### src/rtl/load_store_unit_pkg.sv
// Shared types for the load/store unit: memory data types, FSM states and
// the access-size helper.
package load_store_unit_pkg;

  typedef enum logic [2:0] {
    DT_BYTE  = 3'd0,
    DT_UBYTE = 3'd1,
    DT_HALF  = 3'd2,
    DT_UHALF = 3'd3,
    DT_WORD  = 3'd4
  } mem_dt_e;

  typedef enum logic [1:0] {
    ST_IDLE = 2'd0,
    ST_ACC0 = 2'd1,
    ST_ACC1 = 2'd2,
    ST_RESP = 2'd3
  } lsu_state_e;

  // Unknown encodings fall through to a full word access.
  function automatic logic [2:0] size_of(input mem_dt_e dt);
    case (dt)
      DT_BYTE, DT_UBYTE: size_of = 3'd1;
      DT_HALF, DT_UHALF: size_of = 3'd2;
      default:           size_of = 3'd4;
    endcase
  endfunction

endpackage

### src/rtl/load_store_unit_if.sv
// Request/response handshake plus the word-wide data memory port of the LSU.
interface load_store_unit_if #(
  parameter int ADDR_W = 32
) ();
  import load_store_unit_pkg::*;

  logic              req_valid;
  logic              req_ready;
  logic [ADDR_W-1:0] req_addr;
  mem_dt_e           req_dt;
  logic              req_we;
  logic [31:0]       req_wd;

  logic              rsp_valid;
  logic              rsp_ready;
  logic [31:0]       rsp_rd;
  logic              rsp_split;

  logic [ADDR_W-1:0] m_addr;
  logic [31:0]       m_wd;
  logic [3:0]        m_be;
  logic              m_we;
  logic [31:0]       m_rd;

  modport master (
    output req_valid, req_addr, req_dt, req_we, req_wd, rsp_ready, m_rd,
    input  req_ready, rsp_valid, rsp_rd, rsp_split, m_addr, m_wd, m_be, m_we
  );

  modport slave (
    input  req_valid, req_addr, req_dt, req_we, req_wd, rsp_ready, m_rd,
    output req_ready, rsp_valid, rsp_rd, rsp_split, m_addr, m_wd, m_be, m_we
  );

endinterface

### src/rtl/load_store_unit_align.sv
// Combinational lane logic: byte enables for both accesses, split detection,
// store-data rotation and load merge with sign/zero extension.
module load_store_unit_align
  import load_store_unit_pkg::*;
(
  input  logic [1:0]  off,
  input  mem_dt_e     dt,
  input  logic [31:0] wd,
  input  logic [31:0] word0,
  input  logic [31:0] word1,
  output logic [3:0]  be0,
  output logic [3:0]  be1,
  output logic        split,
  output logic [31:0] wd_rot,
  output logic [31:0] rd
);

  logic [2:0]  size;
  logic [3:0]  size_mask;
  logic [7:0]  lane_mask;
  logic [1:0]  src;
  logic [2:0]  pos;
  logic [31:0] raw;

  // Lanes spilling past lane 3 land in the low lanes of the next word.
  always_comb begin
    size = size_of(dt);
    case (size)
      3'd1:    size_mask = 4'b0001;
      3'd2:    size_mask = 4'b0011;
      default: size_mask = 4'b1111;
    endcase
    lane_mask = {4'b0000, size_mask} << off;
    be0       = lane_mask[3:0];
    be1       = lane_mask[7:4];
    split     = |be1;
  end

  always_comb begin
    wd_rot = '0;
    raw    = '0;
    src    = '0;
    pos    = '0;
    for (int k = 0; k < 4; k++) begin
      src = 2'(k) - off;
      wd_rot[8*k +: 8] = wd[{src, 3'b000} +: 8];
      pos = 3'(k) + {1'b0, off};
      raw[8*k +: 8] = pos[2] ? word1[{pos[1:0], 3'b000} +: 8]
                             : word0[{pos[1:0], 3'b000} +: 8];
    end
  end

  always_comb begin
    case (dt)
      DT_BYTE:  rd = {{24{raw[7]}}, raw[7:0]};
      DT_UBYTE: rd = {24'b0, raw[7:0]};
      DT_HALF:  rd = {{16{raw[15]}}, raw[15:0]};
      DT_UHALF: rd = {16'b0, raw[15:0]};
      default:  rd = raw;
    endcase
  end

endmodule

### src/rtl/load_store_unit.sv
// Load/store front-end: accepts one request, issues one or two word accesses
// (splitting across 32-bit boundaries) and returns the extended load data.
module load_store_unit
  import load_store_unit_pkg::*;
#(
  parameter int ADDR_W = 32
) (
  input logic               clk,
  input logic               rst,
  load_store_unit_if.slave  bus
);

  lsu_state_e        state;
  lsu_state_e        state_next;
  logic [ADDR_W-1:0] addr_q;
  mem_dt_e           dt_q;
  logic              we_q;
  logic [31:0]       wd_q;
  logic [31:0]       word0_q;
  logic [31:0]       word1_q;

  logic [3:0]        be0;
  logic [3:0]        be1;
  logic              split;
  logic [31:0]       wd_rot;
  logic [31:0]       rd_merged;
  logic [ADDR_W-1:0] base_addr;

  assign base_addr = {addr_q[ADDR_W-1:2], 2'b00};

  load_store_unit_align u_align (
    .off    (addr_q[1:0]),
    .dt     (dt_q),
    .wd     (wd_q),
    .word0  (word0_q),
    .word1  (word1_q),
    .be0    (be0),
    .be1    (be1),
    .split  (split),
    .wd_rot (wd_rot),
    .rd     (rd_merged)
  );

  always_ff @(posedge clk or posedge rst) begin
    if (rst) begin
      state <= ST_IDLE;
    end else begin
      state <= state_next;
    end
  end

  always_ff @(posedge clk or posedge rst) begin
    if (rst) begin
      addr_q  <= '0;
      dt_q    <= DT_WORD;
      we_q    <= 1'b0;
      wd_q    <= '0;
      word0_q <= '0;
      word1_q <= '0;
    end else begin
      if (state == ST_IDLE && bus.req_valid) begin
        addr_q <= bus.req_addr;
        dt_q   <= bus.req_dt;
        we_q   <= bus.req_we;
        wd_q   <= bus.req_wd;
      end
      if (state == ST_ACC0) begin
        word0_q <= bus.m_rd;
      end
      if (state == ST_ACC1) begin
        word1_q <= bus.m_rd;
      end
    end
  end

  // Memory strobes exist only in the access states, so an async reset kills m_we at once.
  always_comb begin
    state_next    = state;
    bus.req_ready = 1'b0;
    bus.rsp_valid = 1'b0;
    bus.rsp_rd    = '0;
    bus.rsp_split = 1'b0;
    bus.m_addr    = '0;
    bus.m_wd      = '0;
    bus.m_be      = '0;
    bus.m_we      = 1'b0;
    case (state)
      ST_IDLE: begin
        bus.req_ready = 1'b1;
        if (bus.req_valid) begin
          state_next = ST_ACC0;
        end
      end
      ST_ACC0: begin
        bus.m_addr = base_addr;
        bus.m_wd   = wd_rot;
        bus.m_be   = be0;
        bus.m_we   = we_q;
        state_next = split ? ST_ACC1 : ST_RESP;
      end
      ST_ACC1: begin
        bus.m_addr = base_addr + ADDR_W'(4);
        bus.m_wd   = wd_rot;
        bus.m_be   = be1;
        bus.m_we   = we_q;
        state_next = ST_RESP;
      end
      ST_RESP: begin
        bus.rsp_valid = 1'b1;
        bus.rsp_rd    = we_q ? 32'h0 : rd_merged;
        bus.rsp_split = split;
        if (bus.rsp_ready) begin
          state_next = ST_IDLE;
        end
      end
      default: state_next = ST_IDLE;
    endcase
  end

endmodule

### src/flat_wrapper.sv
// flat-port wrapper written by rule: the top's interface ports become plain ports
module load_store_unit_flat import load_store_unit_pkg::*;
#(
  parameter int ADDR_W = 32
)
  (clk, rst, bus_req_valid, bus_req_addr, bus_req_dt, bus_req_we, bus_req_wd, bus_rsp_ready, bus_m_rd, bus_req_ready, bus_rsp_valid, bus_rsp_rd, bus_rsp_split, bus_m_addr, bus_m_wd, bus_m_be, bus_m_we);
  load_store_unit_if #(.ADDR_W(ADDR_W)) bus_i ();
  input logic clk;
  input logic rst;
  input wire logic [$bits(bus_i.req_valid)-1:0] bus_req_valid;
  input wire logic [$bits(bus_i.req_addr)-1:0] bus_req_addr;
  input wire logic [$bits(bus_i.req_dt)-1:0] bus_req_dt;
  input wire logic [$bits(bus_i.req_we)-1:0] bus_req_we;
  input wire logic [$bits(bus_i.req_wd)-1:0] bus_req_wd;
  input wire logic [$bits(bus_i.rsp_ready)-1:0] bus_rsp_ready;
  input wire logic [$bits(bus_i.m_rd)-1:0] bus_m_rd;
  output wire logic [$bits(bus_i.req_ready)-1:0] bus_req_ready;
  output wire logic [$bits(bus_i.rsp_valid)-1:0] bus_rsp_valid;
  output wire logic [$bits(bus_i.rsp_rd)-1:0] bus_rsp_rd;
  output wire logic [$bits(bus_i.rsp_split)-1:0] bus_rsp_split;
  output wire logic [$bits(bus_i.m_addr)-1:0] bus_m_addr;
  output wire logic [$bits(bus_i.m_wd)-1:0] bus_m_wd;
  output wire logic [$bits(bus_i.m_be)-1:0] bus_m_be;
  output wire logic [$bits(bus_i.m_we)-1:0] bus_m_we;
  assign bus_i.req_valid = bus_req_valid;
  assign bus_i.req_addr = bus_req_addr;
  assign bus_i.req_dt = bus_req_dt;
  assign bus_i.req_we = bus_req_we;
  assign bus_i.req_wd = bus_req_wd;
  assign bus_i.rsp_ready = bus_rsp_ready;
  assign bus_i.m_rd = bus_m_rd;
  assign bus_req_ready = bus_i.req_ready;
  assign bus_rsp_valid = bus_i.rsp_valid;
  assign bus_rsp_rd = bus_i.rsp_rd;
  assign bus_rsp_split = bus_i.rsp_split;
  assign bus_m_addr = bus_i.m_addr;
  assign bus_m_wd = bus_i.m_wd;
  assign bus_m_be = bus_i.m_be;
  assign bus_m_we = bus_i.m_we;
  load_store_unit #(.ADDR_W(ADDR_W)) u_core (.clk(clk), .rst(rst), .bus(bus_i));
endmodule
### config.mk
export PLATFORM = sky130hd
export DESIGN_NAME = load_store_unit_flat
export DESIGN_NICKNAME = d
export VERILOG_FILES = /design/src/rtl/load_store_unit_pkg.sv /design/src/rtl/load_store_unit_if.sv /design/src/rtl/load_store_unit_align.sv /design/src/rtl/load_store_unit.sv /design/src/flat_wrapper.sv
export SDC_FILE = /design/constraint.sdc
export NUM_CORES = 1
export LEC_CHECK = 0
export BUFFER_PORTS_ARGS = -buffer_cell sky130_fd_sc_hd__buf_2
export CAP_MARGIN = 10
export CELL_PAD_IN_SITES_DETAIL_PLACEMENT = 1
export CELL_PAD_IN_SITES_GLOBAL_PLACEMENT = 2
export CORE_MARGIN = 2
export CORE_UTILIZATION = 33
export CTS_CLUSTER_SIZE = 10
export DETAILED_ROUTE_END_ITERATION = 6
export HOLD_SLACK_MARGIN = 0.03
export PLACE_DENSITY_LB_ADDON = 0.05
export SYNTH_ARGS = -nofsm -noshare
export SYNTH_HDL_FRONTEND = slang
export SYNTH_SLANG_ARGS = --single-unit
### constraint.sdc
create_clock -name clk -period 4.4 [get_ports clk]
set_clock_uncertainty 0.1 [all_clocks]
set_input_delay 0.66 -clock clk [delete_from_list [all_inputs] [get_ports clk]]
set_output_delay 0.66 -clock clk [all_outputs]
set_load 0.02 [all_outputs]
# Word-level counts from Yosys, hierarchy flattened

Cells that the tools add are included.

Equality and inequality tests: 10
Reductions and logical operators: 8
Shift operators: 12
Mux-type cells: 19
$add $sub $neg: 8

Operator list:

| operator              | count |
|---|---|
| $shiftx 32x6->8       | 11 |
| $pmux 32 s4           | 1 |
| $mux 32               | 3 |
| $pmux 32 s2           | 1 |
| $add 32x3->32 const B | 1 |
| $mux 8                | 3 |
| $pmux 4 s2            | 2 |
| $eq 3x2->1 const B    | 3 |
| $pmux 2 s4            | 1 |
| $shl 4x2->8           | 1 |
| $add 2x2->3 const A   | 2 |
| $eq 3x1->1 const B    | 2 |
| $pmux 3 s2            | 1 |
| $reduce_or 2->1       | 3 |
| $mux 1                | 5 |
| $eq 2x2->1 const B    | 2 |
| $mux 2                | 2 |
| $ne 2x2->1 const B    | 2 |
| $reduce_or 4->1       | 1 |
| $sub 1x2->2 const A   | 2 |
| $sub 2x2->2 const A   | 2 |
| $add 1x2->3 const A   | 1 |
| $logic_not 3->1       | 1 |
| $eq 2x1->1 const B    | 1 |
| 3 further kinds       | 3 |

Register bits: 134
Word-level logic and storage cells: 64

# Longest topological paths before layout

Gate-level depths: netlist of run 1.

Depth in word-level cells: 9
Gate-level depth with buffers: 10
Depth with buffers taken out: 7

# Cells and area by module

From an unflattened synthesis of run 1, not the netlist that was laid out.

Cell total of the unflattened synthesis: 769
Area total of the unflattened synthesis: 9192.6 um^2

By module, submodules not included:

| module                | cells an instance | instances | sequential area each (um^2) | area an instance (um^2) |
|---|---|---|---|---|
| load_store_unit       | 568               | 1         | 3354.5                      | 6646.4 |
| load_store_unit_align | 201               | 1         | 0.0                         | 2546.2 |

# Least setup slack after synthesis of run 1

Ideal clock, no wire load.

Kind: reg-to-output
Start: reg u_core.addr_q[0]
End: out bus_rsp_rd[13]
Data arrival time: 2.875 ns
Setup slack: 0.765 ns
Data required time: 3.640 ns
Cell stages (with the launch flop): 10
Path buffers: 5
Cell sequence: dfrtp_1 > clkbuf_1 > buf_2 > clkbuf_1 > inv_1 > ha_1 > clkbuf_1 > buf_1 > mux2i_1 > o21ai_0

Longest elaborated chain between the ends: 6

Ends and longest elaborated chain:

| item                                      | line                                                     | text |
|---|---|---|
| start, declared                           | load_store_unit.sv:15                                    | `logic [ADDR_W-1:0] addr_q;` |
| start signal, assigned                    | load_store_unit.sv:62                                    | `addr_q <= bus.req_addr;` |
| $add 1x2->3                               | load_store_unit_align.sv:47                              | `pos = 3'(k) + {1'b0, off};` |
| $shiftx 32x6->8, on equally long branches | load_store_unit_align.sv:49, load_store_unit_align.sv:48 |  |
| $mux 8                                    | load_store_unit_align.sv:48                              | `raw[8*k +: 8] = pos[2] ? word1[{pos[1:0], 3'b000} +: 8]` |
| $pmux 32 s4 (*)                           | load_store_unit_align.sv:54                              | `case (dt)` |
| $mux 32 (*)                               | load_store_unit.sv:110                                   | `bus.rsp_rd = we_q ? 32'h0 : rd_merged;` |
| $mux 32 (*)                               | load_store_unit.sv:87                                    | `case (state)` |
| end, declared                             | flat_wrapper.sv:19                                       | `output wire logic [$bits(bus_i.rsp_rd)-1:0] bus_rsp_rd;` |

Every way passes the cells marked *; elsewhere a longest branch is shown, timed or not.

# Worst setup path in the final report of run 1

Start: reg u_core.addr_q[0]
End: out bus_rsp_rd[31]

Longest elaborated chain between the ends: 6

Ends and longest elaborated chain:

| item                                       | line |
|---|---|
| $add 2x2->3 or $add 1x2->3 (tied branches) | load_store_unit_align.sv:47 |
| $shiftx 32x6->8, on equally long branches  | load_store_unit_align.sv:49, load_store_unit_align.sv:48 |
| $mux 8                                     | load_store_unit_align.sv:48 |
| $pmux 32 s4 (*)                            | load_store_unit_align.sv:54 |
| $mux 32 (*)                                | load_store_unit.sv:110 |
| $mux 32 (*)                                | load_store_unit.sv:87 |

Marked as above.

==> out/results.tsv, run 1 <==
metric	value	unit
status	finished, final reports clean	
antenna violations before repair	1	
most used routing layer	met2	
register area share after synthesis	37.7	%
H-Tree Depth	4	
DR WL/cell	22.1	um
Cell Rows	60	
final setup fails	0	
Final Hold Fails	0	
Synth cell types	66	
Reg area	3360	um^2
vias per cell	5.48	
CTS sink count	134	
fillcell total	2908	
post-synth top area share	37.4	%
GRT Util Overall	20.0	%
syn_area_per_cell	12.3	um^2
Least-Margin Pin Slew	0.967	ns
clock root buffer	clkbuf_16	
WP data arrival	3.32	ns
Final HPWL DP	19.7	mm
EDFF count, synth	0	
Final Slew Violations	0	
Pre-antenna DRT Iters	4	
total length of routed wires	27.8	mm
Core Area	26700	um^2
WP data required	3.64	ns
Sum Neg Setup Slack	0	ns
Worst slew margin	35.5	%
Post-synth ARST share	100	%
Post-Synthesis Cells	721	
Post-synth top cells	dfrtp_1 (133), mux2_2 (133), mux4_2 (80), and2_1 (45), nand2_1 (37)	
Antenna Nets Post-Route	0	
area of the multi-input gates	5190	um^2
largest area contributor in the netlist	dfrtp_1	
CTS Buf Count	17	
Horiz. Die Dim	168	um
layout cell share with drive strength beyond 1	53.0	%
unrepaired setup endpoints after global routing	no	
IO Pins	208	
GRT met1 Usage	25.2	%
clk_lat worst skew	0.42	ns
gpl congestion	0.836	
Port Buf Inserts	205	
first-pass GRT wire length	43.8	mm
CTS tree	done	
CP Launch Type	register	
Reg2Reg Depth	4	
Die H	168	um
critical path peak fanout	29	
DR vias	6876	
ys flop type	dfrtp_1	
Tmin final	4.08	ns
maxcap violations	0	
Hold Buf Count CTS	0	
vias in the first global route	7536	
Layout area overhead	21.0	%
grt met2 use	35.3	%
non-filler cells, final	1254	
synthesized cell area	8900	um^2
Hold/Removal Path Class	in2async	
total power	10400	uW
Critical Path Sink Type	output pin	
Setup Fix Bufs, Post-CTS	0	
synthesis-stage register bit count	134	
worst vdd ir	0.000329	V
Clock transition at path regs	0.07	ns
Tcrit/Tclk final	92.7	%
Crit Path Category	reg2out	
Fmax	0.245	GHz
met3 Use GR	4.11	%
total gr overflow	0	
number of nets in the layout	1011	
initial core utilization	33.3	%
synth top area cells	dfrtp_1 (37%), mux4_2 (20%), mux2_2 (17%), and2_1 (3.2%), mux2i_1 (1.7%)	
LEAKAGE	0.00467	uW
DR DRC count	0	
pwr dens	963	nW/um^2
Max clock buf depth	2	
flop-to-flop setup slack	2.14	ns
Core Util, Final	40.3	%
DRT iter0 DRCs	323	
Placed Cells	1220	
largest net degree at the start of global routing	92	
Resize count post-CTS	0	
Yosys warning count	0	
Die Area	28300	um^2
-- power by group --
group	leakage, uW	total (uW)	switching, uW	internal, uW
sequential	0.00158	2780	896	1880
clock	0.000282	1430	668	758
combinational	0.00281	6170	3140	3030
-- placed cells by master (no fill, tap or decap), drive strengths merged, types with 4 or more instances in the layout --
| master | count |
|---|---|
| nand2b | 4 |
| nand3 | 15 |
| o21ai | 29 |
| or4 | 6 |
| clkbuf | 17 |
| nor2b | 5 |
| nor4 | 11 |
| mux2i | 15 |
| nand2 | 38 |
| clkinv | 4 |
| ha | 9 |
| nor2 | 10 |
| o211ai | 5 |
| mux4 | 80 |
| buf | 218 |
| dfrtp | 133 |
| a31oi | 6 |
| a21o | 4 |
| inv | 31 |
| nor3 | 9 |
| and2 | 45 |
| mux2 | 133 |
| a21oi | 24 |
| a21boi | 4 |
| nand4 | 7 |
-- cell type report --
| cell class | instances | share of cell area (%) |
|---|---|---|
| clock buffers | 17 | 3.95 |
| inverters | 22 | 0.813 |
| repair buffers | 218 | 10.4 |
| flip-flops and latches | 134 | 31.2 |
| diodes | 2 | 0.0465 |
| multi-input cells | 505 | 48.2 |
| clock inverters | 15 | 1.44 |
| well taps | 341 | 3.96 |
-- per-stage QoR --
stage	area [um^2]	setup slack, ns	hold WS, ns
finish	10800	0.322	0.304
global route	10800	0.0948	0.351
CTS	10800	0.273	0.342
detailed placement	10200	0.741	0.418
global placement	10200	0.803	0.412
floorplan	8910	0.0589	0.393
-- critical path, cell delays in order (launching register included) --
cell     delay, ns
dfrtp_4       0.71
ha_1          0.32
mux4_2        0.51
mux2_2        0.29
a21oi_2       0.72
a21oi_1       0.12
buf_2         0.21
-- logic make-up (layout without fill, tap and decap cells) --
logic type	Yosys count	in the layout	synth area share (%)
other	1	4	0.0421
buffers and inverters	83	272	4.24
multiplexers	228	228	38.7
AND/OR/NAND/NOR	165	165	10.7
flip-flops	134	134	37.7
XOR/XNOR	4	4	0.394
adder cells (fa/ha/maj)	9	9	1.26
AO/OA/AOI/OAI	97	97	6.97
-- registers in the layout, indices dropped and copies added, names as in the netlist --
name / flops
u_core.dt_q: 3
u_core.wd_q: 32
u_core.we_q: 1
u_core.addr_q: 32
u_core.state: 2
u_core.word0_q: 32
u_core.word1_q: 32
-- worst paths after layout --
| check | from | to |
|---|---|---|
| hold / removal | rst | u_core.word0_q[18] |
| max in group asynchronous | rst | u_core.we_q |
| setup / recovery | u_core.addr_q[0] | bus_rsp_rd[31] |
| min in group clk | bus_req_addr[12] | u_core.addr_q[12] |
| hold reg to reg | u_core.word1_q[25] | u_core.word1_q[25] |
| setup reg to reg | u_core.state[0] | u_core.addr_q[5] |
-- layer usage --
layer	share of wire, %	wire length, um
met4	1.3	360
met2	52	14400
met1	43	11800
met3	4.3	1200
met5	0	0
No activity file was read; power rests on OpenSTA's default activity.
==> inputs of run 2 (changes only) <==
SYNTH_HIERARCHICAL = 1   (was not set)
==> out/results.tsv, run 2 <==
metric	value	unit	change
status	finished, final reports clean		
Pre-antenna DRT Iters	4		unchanged
Final Hold Fails	0		unchanged
ys flop type	dfrtp_1		
dpl ws	0.896	ns	+0.155 ns
Cell Rows	61		+1.7%
clk_lat worst skew	0.42	ns	about the same
DR WL/cell	20.5	um	-7.4%
final setup fails	0		unchanged
Clock transition at path regs	0.06	ns	about the same
cell area after layout	11100	um^2	+3.3%
flop-to-flop setup slack	2.11	ns	-0.03 ns
area of placed instances	10500	um^2	+3.1%
IO Pins	208		unchanged
total power	10700	uW	+3.2%
synthesis-stage register bit count	134		unchanged
Synth cell types	66		unchanged
synth top area cells	dfrtp_1 (36%), mux4_2 (19%), mux2_2 (17%), and2_1 (4.6%), nand2_1 (2.0%)		
LEAKAGE	0.00483	uW	+3.6%
Crit Path Category	reg2out		
Die Area	29200	um^2	+3.2%
commonest non-fill, non-tap cell in the layout	buf_2		
Die H	171	um	+1.6%
Antenna Nets Post-Route	0		unchanged
DR DRC count	0		unchanged
WP data arrival	3.17	ns	-0.15 ns
area of the multi-input gates	5480	um^2	+5.6%
Worst slew margin	29.9	%	-5.6 points
fillcell total	3070		+5.6%
Setup Fix Bufs, Post-CTS	0		unchanged
Reg area	3360	um^2	unchanged
first-pass GRT wire length	43.1	mm	-1.7%
total length of routed wires	27.4	mm	-1.4%
Max clock buf depth	2		unchanged
vias in the first global route	7710		+2.3%
vias per cell	5.35		-2.5%
Yosys warning count	6		+6
synthesized cell area	9190	um^2	+3.2%
cell class contributing the biggest share of worst-path delay	compound AO/OA/AOI/OAI gates		
number of nets in the layout	1056		+4.5%
maxcap violations	0		unchanged
post-synth top area share	36.2	%	-1.2 points
syn_area_per_cell	12.0	um^2	-3.2%
clock root buffer	clkbuf_16		
unrepaired setup endpoints after global routing	no		
Least-Margin Pin Slew	1.05	ns	+0.0843 ns
Tcrit/Tclk final	89.3	%	-3.3 points
largest net degree at the start of global routing	110		+20%
hold slack	0.334	ns	+0.0305 ns
CTS tree	done		
register area share after synthesis	36.5	%	-1.2 points
CP Cell Sequence	inv_1, ha_2, nor2b_1, a2bb2oi_1, a41oi_4, nand2_1, and2_1, buf_2		
Sum Neg Setup Slack	0	ns	unchanged
pwr dens	962	nW/um^2	about the same
Tmin final	3.93	ns	-0.147 ns
total gr overflow	0		unchanged
Buf+Inv Stages, Crit Path	2		+1
Core Area	27600	um^2	+3.4%
Post-synth top cells	mux2_2 (141), dfrtp_1 (133), mux4_2 (78), and2_1 (68), nand2_1 (50)		
critical path peak fanout	17		-41%
initial core utilization	33.3	%	-0.043 points
EDFF count, synth	0		unchanged
Fmax	0.254	GHz	+3.7%
DRT iter0 DRCs	289		-11%
layout cell share with drive strength beyond 1	52.3	%	-0.72 points
Layout area overhead	21.1	%	about the same
Hold/Removal Path Class	in2async		
gpl congestion	0.852		+1.8%
Final Slew Violations	0		unchanged
worst vdd ir	0.000348	V	+5.9%
most frequent cell after synthesis	mux2_2		
Port Buf Inserts	205		unchanged
CTS Buf Count	17		unchanged
Horiz. Die Dim	171	um	+1.6%
post-route worst setup slack	0.469	ns	+0.147 ns
CP Launch Type	register		
largest area contributor in the netlist	dfrtp_1		
Resize count post-CTS	0		unchanged
Post-synth ARST share	100	%	unchanged
Post-Synthesis Cells	769		+6.7%
slowest stage delay, CP	0.64	ns	-0.08 ns
WP data required	3.64	ns	about the same
CTS sink count	134		unchanged
r2r endpoint	u_core/wd_q[18]		
Final HPWL DP	19.9	mm	+0.62%
GRT Util Overall	19.1	%	-0.82 points
most frequent cells in the layout	buf_2 (205), mux2_2 (141), dfrtp_1 (131)		
H-Tree Depth	4		unchanged
Reg2Reg Depth	4		unchanged
DR vias	7146		+3.9%
antenna violations before repair	3		+2
Hold Buf Count CTS	0		unchanged
slowest CP cell	a41oi_4		
R2R Path Start	u_core/state[0]		
Critical Path Sink Type	output pin		
-- run 2: worst register-to-register path, cell delays in order (launching register included) --
cell and delay (ns):
dfrtp_1 0.44, inv_1 0.10, ha_1 0.31, nand2_4 0.75, mux2_2 0.47
-- run 2: cells by family (layout without fill, tap and decap cells) --
| group | after synthesis | in the layout | share of synthesized area, % |
|---|---|---|---|
| other cells | 2 | 5 | 0.0817 |
| xor+xnor | 1 | 1 | 0.0953 |
| flops | 134 | 134 | 36.5 |
| compound gates | 81 | 81 | 5.99 |
| buf+inv | 81 | 267 | 4.10 |
| mux | 231 | 231 | 37.8 |
| fa+ha+maj | 9 | 9 | 1.23 |
| simple gates | 230 | 230 | 14.3 |
-- run 2: worst max-delay path by stage --
stage / start / to / cells after the start
2_1_floorplan: rst / u_core/addr_q[0] / 1
3_3_place_gp: u_core/addr_q[1] / bus_rsp_rd[30] / 8
3_5_place_dp: u_core/addr_q[1] / bus_m_wd[22] / 6
4_1_cts: u_core/addr_q[1] / bus_m_wd[22] / 6
5_1_grt: u_core/addr_q[1] / bus_rsp_rd[26] / 8
6_report: u_core/addr_q[1] / bus_rsp_rd[26] / 8
-- run 2: power by group --
group	leakage [uW]	internal, uW	switching, uW	total [uW]
clock	0.000301	955	584	1540
sequential	0.00157	1890	840	2730
combinational	0.00296	3170	3280	6450
total	0.00483	6010	4700	10700
-- run 2: through the flow --
step | instances | utilization, %
after global routing | 1335 | 40.3
after CTS | 1334 | 40.3
after detailed placement | 1302 | 38.0
after global placement | 1302 | 38.0
final | 1336 | 40.3
after floorplan | 770 | -
-- run 2: area by class of cell --
| class | count | share of cell area, % |
|---|---|---|
| diodes | 2 | 0.0450 |
| well taps | 378 | 4.25 |
| flip-flops and latches | 134 | 30.2 |
| multi-input cells | 555 | 49.3 |
| clock inverters | 14 | 1.78 |
| clock buffers | 18 | 3.86 |
| inverters | 19 | 0.686 |
| repair buffers | 216 | 9.96 |
-- run 2: layer usage --
metal	up-vias	track usage, %	share of wire, %
met3	17	4.02	5.0
met5	-	0	0.047
li1	3230	-	-
met2	172	32.5	51
met4	2	5.23	1.0
met1	3725	24.8	43
